[src/rtl/sound_pkg.sv]
// Shared types and tone table for the sound sequencer.
//
// Contents:
//   note_t    - one tone-table entry {half[11:0], len[2:0]}; len == 0 ends a tone
//   tone_e    - tone IDs as seen on toneSel
//   state_e   - sequencer FSM states
//   TONE_ROM  - tone table, NumTones x NotesPerTone entries
//
// Build option: SOUND_MELODY_EN keeps all 8 entries per tone. Without it only
// entry 0 of each tone is stored.
package sound_pkg;

    localparam int unsigned HalfW    = 12;
    localparam int unsigned LenW     = 3;
    localparam int unsigned NumTones = 4;

    typedef struct packed {
        logic [HalfW-1:0] half;
        logic [LenW-1:0]  len;
    } note_t;

    typedef enum logic [1:0] {
        ToneCountdown = 2'd0,
        ToneGo        = 2'd1,
        ToneWelcome   = 2'd2,
        ToneGameOver  = 2'd3
    } tone_e;

    typedef enum logic [2:0] {
        StIdle,
        StLoad,
        StPlay,
        StGap,
        StDone
    } state_e;

    localparam note_t NoteEnd = '{half: 12'd0, len: 3'd0};

`ifdef SOUND_MELODY_EN
    localparam int unsigned NotesPerTone = 8;

    localparam note_t TONE_ROM [NumTones][NotesPerTone] = '{
        '{{12'd100, 3'd1}, NoteEnd, NoteEnd, NoteEnd,
          NoteEnd, NoteEnd, NoteEnd, NoteEnd},
        '{{12'd50, 3'd2}, NoteEnd, NoteEnd, NoteEnd,
          NoteEnd, NoteEnd, NoteEnd, NoteEnd},
        '{{12'd120, 3'd1}, {12'd100, 3'd1}, {12'd80, 3'd1}, {12'd60, 3'd2},
          NoteEnd, NoteEnd, NoteEnd, NoteEnd},
        '{{12'd60, 3'd1}, {12'd0, 3'd1}, {12'd120, 3'd2}, NoteEnd,
          NoteEnd, NoteEnd, NoteEnd, NoteEnd}
    };
`else
    localparam int unsigned NotesPerTone = 1;

    localparam note_t TONE_ROM [NumTones][NotesPerTone] = '{
        '{{12'd100, 3'd1}},
        '{{12'd50, 3'd2}},
        '{{12'd120, 3'd1}},
        '{{12'd60, 3'd1}}
    };
`endif

endpackage

[src/rtl/tone_gen.sv]
// Prescaled half-period square-wave divider.
//
// Ports:
//   clk, resetN - clock, asynchronous active-low reset
//   restart_i   - clears the divider and forces wave_o low
//   half_i      - half-period in units of PRESCALE clk cycles; 0 holds wave_o low
//   enable_i    - divider advances only while high
//   wave_o      - square wave, toggles every half_i*PRESCALE enabled cycles
module tone_gen
    import sound_pkg::*;
#(
    parameter int unsigned PRESCALE = 64
) (
    input  logic             clk,
    input  logic             resetN,
    input  logic             restart_i,
    input  logic [HalfW-1:0] half_i,
    input  logic             enable_i,
    output logic             wave_o
);

    localparam int unsigned PsW  = $clog2(PRESCALE + 1);
    localparam int unsigned CntW = HalfW + PsW;

    logic [CntW-1:0] period;
    logic [CntW-1:0] cnt_q, cnt_d;
    logic            wave_q, wave_d;

    assign period = CntW'(half_i) * CntW'(PRESCALE);

    always_comb begin
        cnt_d  = cnt_q;
        wave_d = wave_q;
        if (restart_i) begin
            cnt_d  = '0;
            wave_d = 1'b0;
        end else if (enable_i && (half_i != '0)) begin
            if (cnt_q == period - CntW'(1)) begin
                cnt_d  = '0;
                wave_d = ~wave_q;
            end else begin
                cnt_d = cnt_q + CntW'(1);
            end
        end
    end

    always_ff @(posedge clk or negedge resetN) begin
        if (!resetN) begin
            cnt_q  <= '0;
            wave_q <= 1'b0;
        end else begin
            cnt_q  <= cnt_d;
            wave_q <= wave_d;
        end
    end

    assign wave_o = wave_q;

endmodule

[src/rtl/sound_sequencer.sv]
// Tone sequencer: plays a tone from the tone table as a series of square-wave
// notes, each followed by a silent gap, and accepts one queued request while busy.
//
// Ports:
//   clk, resetN - clock, asynchronous active-low reset
//   playSound   - request pulse; toneSel is sampled with it
//   toneSel     - tone ID (0 countdown, 1 go, 2 welcome, 3 game-over)
//   mute        - level, forces soundOut low without stopping the sequencer
//   soundOut    - square-wave audio
//   busy        - high whenever the sequencer is not idle
//   done        - one-cycle pulse as a tone finishes
//
// Build option: SOUND_MELODY_EN plays every table entry of a tone; without it
// each tone ends after its first note.
module sound_sequencer
    import sound_pkg::*;
#(
    parameter int unsigned NOTE_TICKS = 12500000,
    parameter int unsigned GAP_TICKS  = 250000,
    parameter int unsigned PRESCALE   = 64
) (
    input  logic       clk,
    input  logic       resetN,
    input  logic       playSound,
    input  logic [1:0] toneSel,
    input  logic       mute,
    output logic       soundOut,
    output logic       busy,
    output logic       done
);

    localparam int unsigned TickW = (NOTE_TICKS > 1) ? $clog2(NOTE_TICKS) : 1;
    localparam int unsigned GapW  = (GAP_TICKS > 1) ? $clog2(GAP_TICKS) : 1;

    localparam logic [TickW-1:0] TickReload = TickW'(NOTE_TICKS - 1);
    localparam logic [GapW-1:0]  GapReload  = GapW'(GAP_TICKS - 1);

    state_e            state_q, state_d;
    tone_e             tone_q, tone_d;
    logic              pend_q, pend_d;
    tone_e             pend_tone_q, pend_tone_d;
    logic [HalfW-1:0]  half_q, half_d;
    logic [LenW-1:0]   unit_q, unit_d;
    logic [TickW-1:0]  tick_q, tick_d;
    logic [GapW-1:0]   gap_q, gap_d;
    note_t             note;
    logic              wave;

`ifdef SOUND_MELODY_EN
    logic [2:0]        idx_q, idx_d;

    assign note = TONE_ROM[tone_q][idx_q];
`else
    assign note = TONE_ROM[tone_q][0];
`endif

    always_comb begin
        state_d     = state_q;
        tone_d      = tone_q;
        pend_d      = pend_q;
        pend_tone_d = pend_tone_q;
        half_d      = half_q;
        unit_d      = unit_q;
        tick_d      = tick_q;
        gap_d       = gap_q;
`ifdef SOUND_MELODY_EN
        idx_d       = idx_q;
`endif

        // Requests arriving mid-tone are queued; the newest one wins.
        if ((state_q != StIdle) && playSound) begin
            pend_d      = 1'b1;
            pend_tone_d = tone_e'(toneSel);
        end

        unique case (state_q)
            StIdle: begin
                if (playSound) begin
                    tone_d  = tone_e'(toneSel);
`ifdef SOUND_MELODY_EN
                    idx_d   = '0;
`endif
                    state_d = StLoad;
                end
            end
            StLoad: begin
                if (note.len == '0) begin
                    state_d = StDone;
                end else begin
                    half_d  = note.half;
                    unit_d  = note.len;
                    tick_d  = TickReload;
                    state_d = StPlay;
                end
            end
            StPlay: begin
                if (tick_q == '0) begin
                    tick_d = TickReload;
                    unit_d = unit_q - LenW'(1);
                    if (unit_q == LenW'(1)) begin
                        gap_d   = GapReload;
                        state_d = StGap;
                    end
                end else begin
                    tick_d = tick_q - TickW'(1);
                end
            end
            StGap: begin
                if (gap_q == '0) begin
`ifdef SOUND_MELODY_EN
                    if (idx_q == 3'd7) begin
                        state_d = StDone;
                    end else begin
                        idx_d   = idx_q + 3'd1;
                        state_d = StLoad;
                    end
`else
                    state_d = StDone;
`endif
                end else begin
                    gap_d = gap_q - GapW'(1);
                end
            end
            StDone: begin
                // A request in this very cycle counts as queued, so chain straight on.
                if (pend_q || playSound) begin
                    tone_d  = playSound ? tone_e'(toneSel) : pend_tone_q;
                    pend_d  = 1'b0;
`ifdef SOUND_MELODY_EN
                    idx_d   = '0;
`endif
                    state_d = StLoad;
                end else begin
                    state_d = StIdle;
                end
            end
            default: state_d = StIdle;
        endcase
    end

    always_ff @(posedge clk or negedge resetN) begin
        if (!resetN) begin
            state_q     <= StIdle;
            tone_q      <= ToneCountdown;
            pend_q      <= 1'b0;
            pend_tone_q <= ToneCountdown;
            half_q      <= '0;
            unit_q      <= '0;
            tick_q      <= '0;
            gap_q       <= '0;
`ifdef SOUND_MELODY_EN
            idx_q       <= '0;
`endif
        end else begin
            state_q     <= state_d;
            tone_q      <= tone_d;
            pend_q      <= pend_d;
            pend_tone_q <= pend_tone_d;
            half_q      <= half_d;
            unit_q      <= unit_d;
            tick_q      <= tick_d;
            gap_q       <= gap_d;
`ifdef SOUND_MELODY_EN
            idx_q       <= idx_d;
`endif
        end
    end

    // Restart during LOAD so the wave starts low on the first PLAY cycle.
    tone_gen #(
        .PRESCALE(PRESCALE)
    ) u_tone_gen (
        .clk      (clk),
        .resetN   (resetN),
        .restart_i(state_q == StLoad),
        .half_i   (half_q),
        .enable_i (state_q == StPlay),
        .wave_o   (wave)
    );

    assign soundOut = wave && (state_q == StPlay) && !mute;
    assign busy     = (state_q != StIdle);
    assign done     = (state_q == StDone);

endmodule

[config.mk]
export PLATFORM = sky130hd
export DESIGN_NAME = sound_sequencer
export DESIGN_NICKNAME = d
export VERILOG_FILES = /design/src/rtl/sound_pkg.sv /design/src/rtl/tone_gen.sv /design/src/rtl/sound_sequencer.sv
export SDC_FILE = /design/constraint.sdc
export NUM_CORES = 1
export LEC_CHECK = 0
export CORE_MARGIN = 8
export CORE_UTILIZATION = 60
export DETAILED_ROUTE_END_ITERATION = 6
export GPL_TIMING_DRIVEN = 0
export PLACE_DENSITY = 0.82
export SLEW_MARGIN = 20
export SYNTH_ARGS = -nofsm -noshare
export SYNTH_HDL_FRONTEND = slang
export SYNTH_SLANG_ARGS = --single-unit
export TNS_END_PERCENT = 30
[constraint.sdc]
create_clock -name clk -period 6.48 [get_ports clk]
set_input_delay 0.972 -clock clk [delete_from_list [all_inputs] [get_ports clk]]
set_output_delay 0.972 -clock clk [all_outputs]
set_load 0.01 [all_outputs]
==> metrics.txt, run 1 <==
Final period util=0.535; largest family of logic cells by synthesized area=simple AND/OR/NAND/NOR gates; largest net degree at the start of global routing=50; Int Pwr=964 uW; Synth Area in Compound Gates=0.153; post-layout worst setup margin=3.01 ns; initial drt markers=246; Net Sw Frac=0.399; pwr dens=336 nW/um2; setup bufs post-CTS=0; FF-to-FF Start=tone_q[1]; crit path DAT=2.50 ns; Slew headroom=0.386; DIE HEIGHT=101 um; post-CTS sizing=0; die area=10200 um2; clock share of power=0.228; deepest clock path buffer count=2; xor/xnor share of the synthesized area=0.0645; Crit. End Element=primary output; library cells used by synthesis=52; Total GRT Usage=0.200; Adder-Cell Fraction of Synth Area=0.0346; worst hold path type=reg -> reg; area added between synthesis and finish=9.88%; Detailed Place HPWL=6.64 mm; synthesized area per cell=9.03 um2; mapped cell area=4340 um2; most frequent cells in the layout=79 x dfrtp_1, 62 x nor2_1, 49 x nand2_1, 35 x a21oi_1, 35 x o21ai_0; worst-skew pair later-pin latency=0.35 ns; Lkg Pwr=0.00205 uW; WL per Instance=15.7 um; shortest period the worst path allows=3.47 ns; post-layout instance area=4770 um2; sequential area share after synthesis=0.455; Hold Slack=0.496 ns; synth warn=0; FFs w/ async S/R, synth=1.00; FMAX=288 MHz; r2r endpoint=unit_q[1]; Max Cap Viol=0; CP required=5.51 ns; Avg Vias per Cell=6.07; Reg2Reg Depth=8; H-tree Lvls=3; P_sw=640 uW; syn nets=499; part of the power in combinational logic=0.371; CTS sink count=79; DP Area=4570 um2; Worst Hold Depth=1; antenna cells=0; Root Buffer=clkbuf_8; critical path class=reg -> out; first-pass GRT wire length=16.4 mm; Die X=101 um; Vias=3674; startpoint of the worst hold path=gap_q[14]; Slew Limit Fails=0; post-route ant nets=0; hold violation count in the final report=0; simple-gate share of the synthesized area=0.254; Worst-Margin Slew=0.922 ns; register bit total from synthesis=79; Startpoint Class=register; cell count after synthesis=481; number of synthesized flops with an enable pin=0; Port Buffer Count=8; initial antenna violation count=0; total grt overflow=0; num rows=31; core area=7140 um2; CTS Hold Buffers Added=0; DRC Markers=0; RD Place Congestion=0.858; Layout Nets=519; Final setup viols=0; final wirelength=9.49 mm; layout cells sized above 1=0.0771; Final Skew=0.0137 ns; multiplexer share of the synthesized area=0.0170; CTS tree=yes; maximum VDD drop=0.206 mV; setup TNS=0 ns; Initial Util=0.609; Reg clk slew, reported paths=0.08 ns; flop-to-flop setup slack=3.37 ns; Hold Path Sink=gap_q[14]; Worst Path Max Fanout=10; most common cell after layout, fill and taps aside=dfrtp_1; Primary FF master, synth=dfrtp_1; CTS Buf Count=9; status=finished clean; RSZ-0062 raised after global routing=no; drt pass-1 iters=5; # fillers=589; dpl ws=3.35 ns; IO Pins=9; Seq pwr share=0.401; vias in the first global route=3554
per-stage QoR:
step | cells | util | total power, uW
after floorplan | 481 | - | 1060
after global placement | 588 | 0.637 | 1200
after detailed placement | 589 | 0.641 | 1240
after CTS | 605 | 0.668 | 1600
after global routing | 605 | 0.669 | 1720
final | 605 | 0.669 | 1600
worst max-delay path, cell delays in order (launching register included):
cell,delay [ns]
dfrtp_1,0.32
clkbuf_1,0.32
or3b_2,0.49
clkbuf_1,0.22
nor3b_1,0.23
clkdlybuf4s50_1,0.57
sequential cells by signal (all words and copies together), names as in the netlist:
name / count
gap_q: 18
half_q: 6
pend_q: 1
pend_tone_q: 2
state_q: 3
tick_q: 24
tone_q: 2
u_tone_gen.cnt_q: 19
u_tone_gen.wave_o: 1
unit_q: 3
synth_stat cells (10+ instances only):
| master | count | share of area |
|---|---|---|
| nor4_1 | 11 | 0.016 |
| nor3_1 | 14 | 0.016 |
| or3_1 | 11 | 0.016 |
| ha_1 | 12 | 0.035 |
| xor2_1 | 22 | 0.044 |
| nand2_1 | 49 | 0.042 |
| nor2_1 | 62 | 0.054 |
| dfrtp_1 | 79 | 0.46 |
| a21oi_1 | 35 | 0.040 |
| inv_1 | 11 | 0.0095 |
| o21ai_0 | 35 | 0.040 |
| xnor2_1 | 10 | 0.020 |
| nand3_1 | 19 | 0.022 |
worst max path at each step:
| stage | slack, ns | start | end |
|---|---|---|---|
| 2_1_floorplan | 3.96 | gap_q[0] | gap_q[7] |
| 3_3_place_gp | 1.67 | resetN | u_tone_gen.cnt_q[16] |
| 3_5_place_dp | 3.35 | mute | soundOut |
| 4_1_cts | 3.01 | state_q[1] | soundOut |
| 5_1_grt | 2.85 | state_q[1] | soundOut |
| 6_report | 3.01 | state_q[1] | soundOut |
layout make-up:
cell class              count  area [um2]  area share
inverters                  11        41.3     0.00865
clock inverters             5        57.6      0.0121
flip-flops and latches     79        1980       0.414
repair buffers              9         105      0.0220
multi-input cells         379        2270       0.476
plain buffers              12        53.8      0.0113
clock buffers              11         141      0.0296
well taps                  99         124      0.0260
per-layer routing:
metal | wire, um | part of all wire | global-route usage
met1 | 4380 | 0.46 | 0.255
met2 | 4420 | 0.47 | 0.326
met3 | 476 | 0.050 | 0.0304
met4 | 206 | 0.022 | 0.0905
met5 | 0 | 0 | 0
power groups by stage:
stage / sequential, uW / clock, uW / combinational [uW]
2_1_floorplan: 629 / 0 / 430
3_3_place_gp: 645 / 0 / 559
3_5_place_dp: 648 / 0 / 589
4_1_cts: 641 / 372 / 591
5_1_grt: 654 / 394 / 669
6_report: 643 / 366 / 595
kinds of logic (layout without fill, tap and decap cells):
family,after synthesis,in the layout
AND/OR/NAND/NOR,218,218
AO/OA/AOI/OAI,110,110
multiplexers,7,7
adder cells (fa/ha/maj),12,12
XOR/XNOR,32,32
buffers and inverters,23,48
flip-flops,79,79
Note: power is estimated with default switching activity, not from simulation.
==> run 2: changes to the inputs <==
- clock period: 6.48 -> 3.6 ns (I/O delays scaled with it)
==> results of run 2 <==
Same layout as run 1 (identical final DEF). Status: finished clean.
Among the figures that moved: setup slack after placement 3.35 ns -> 0.548 ns; setup slack after layout 3.01 ns -> 0.495 ns; hold slack 0.496 ns -> 0.128 ns; start point of the critical path state_q[1] -> tone_q[1]; end point of the critical path soundOut -> unit_q[1]; register-to-register setup slack 3.37 ns -> 0.49 ns; total power 1600 uW -> 2890 uW; worst IR drop on VDD 0.206 mV -> 0.371 mV
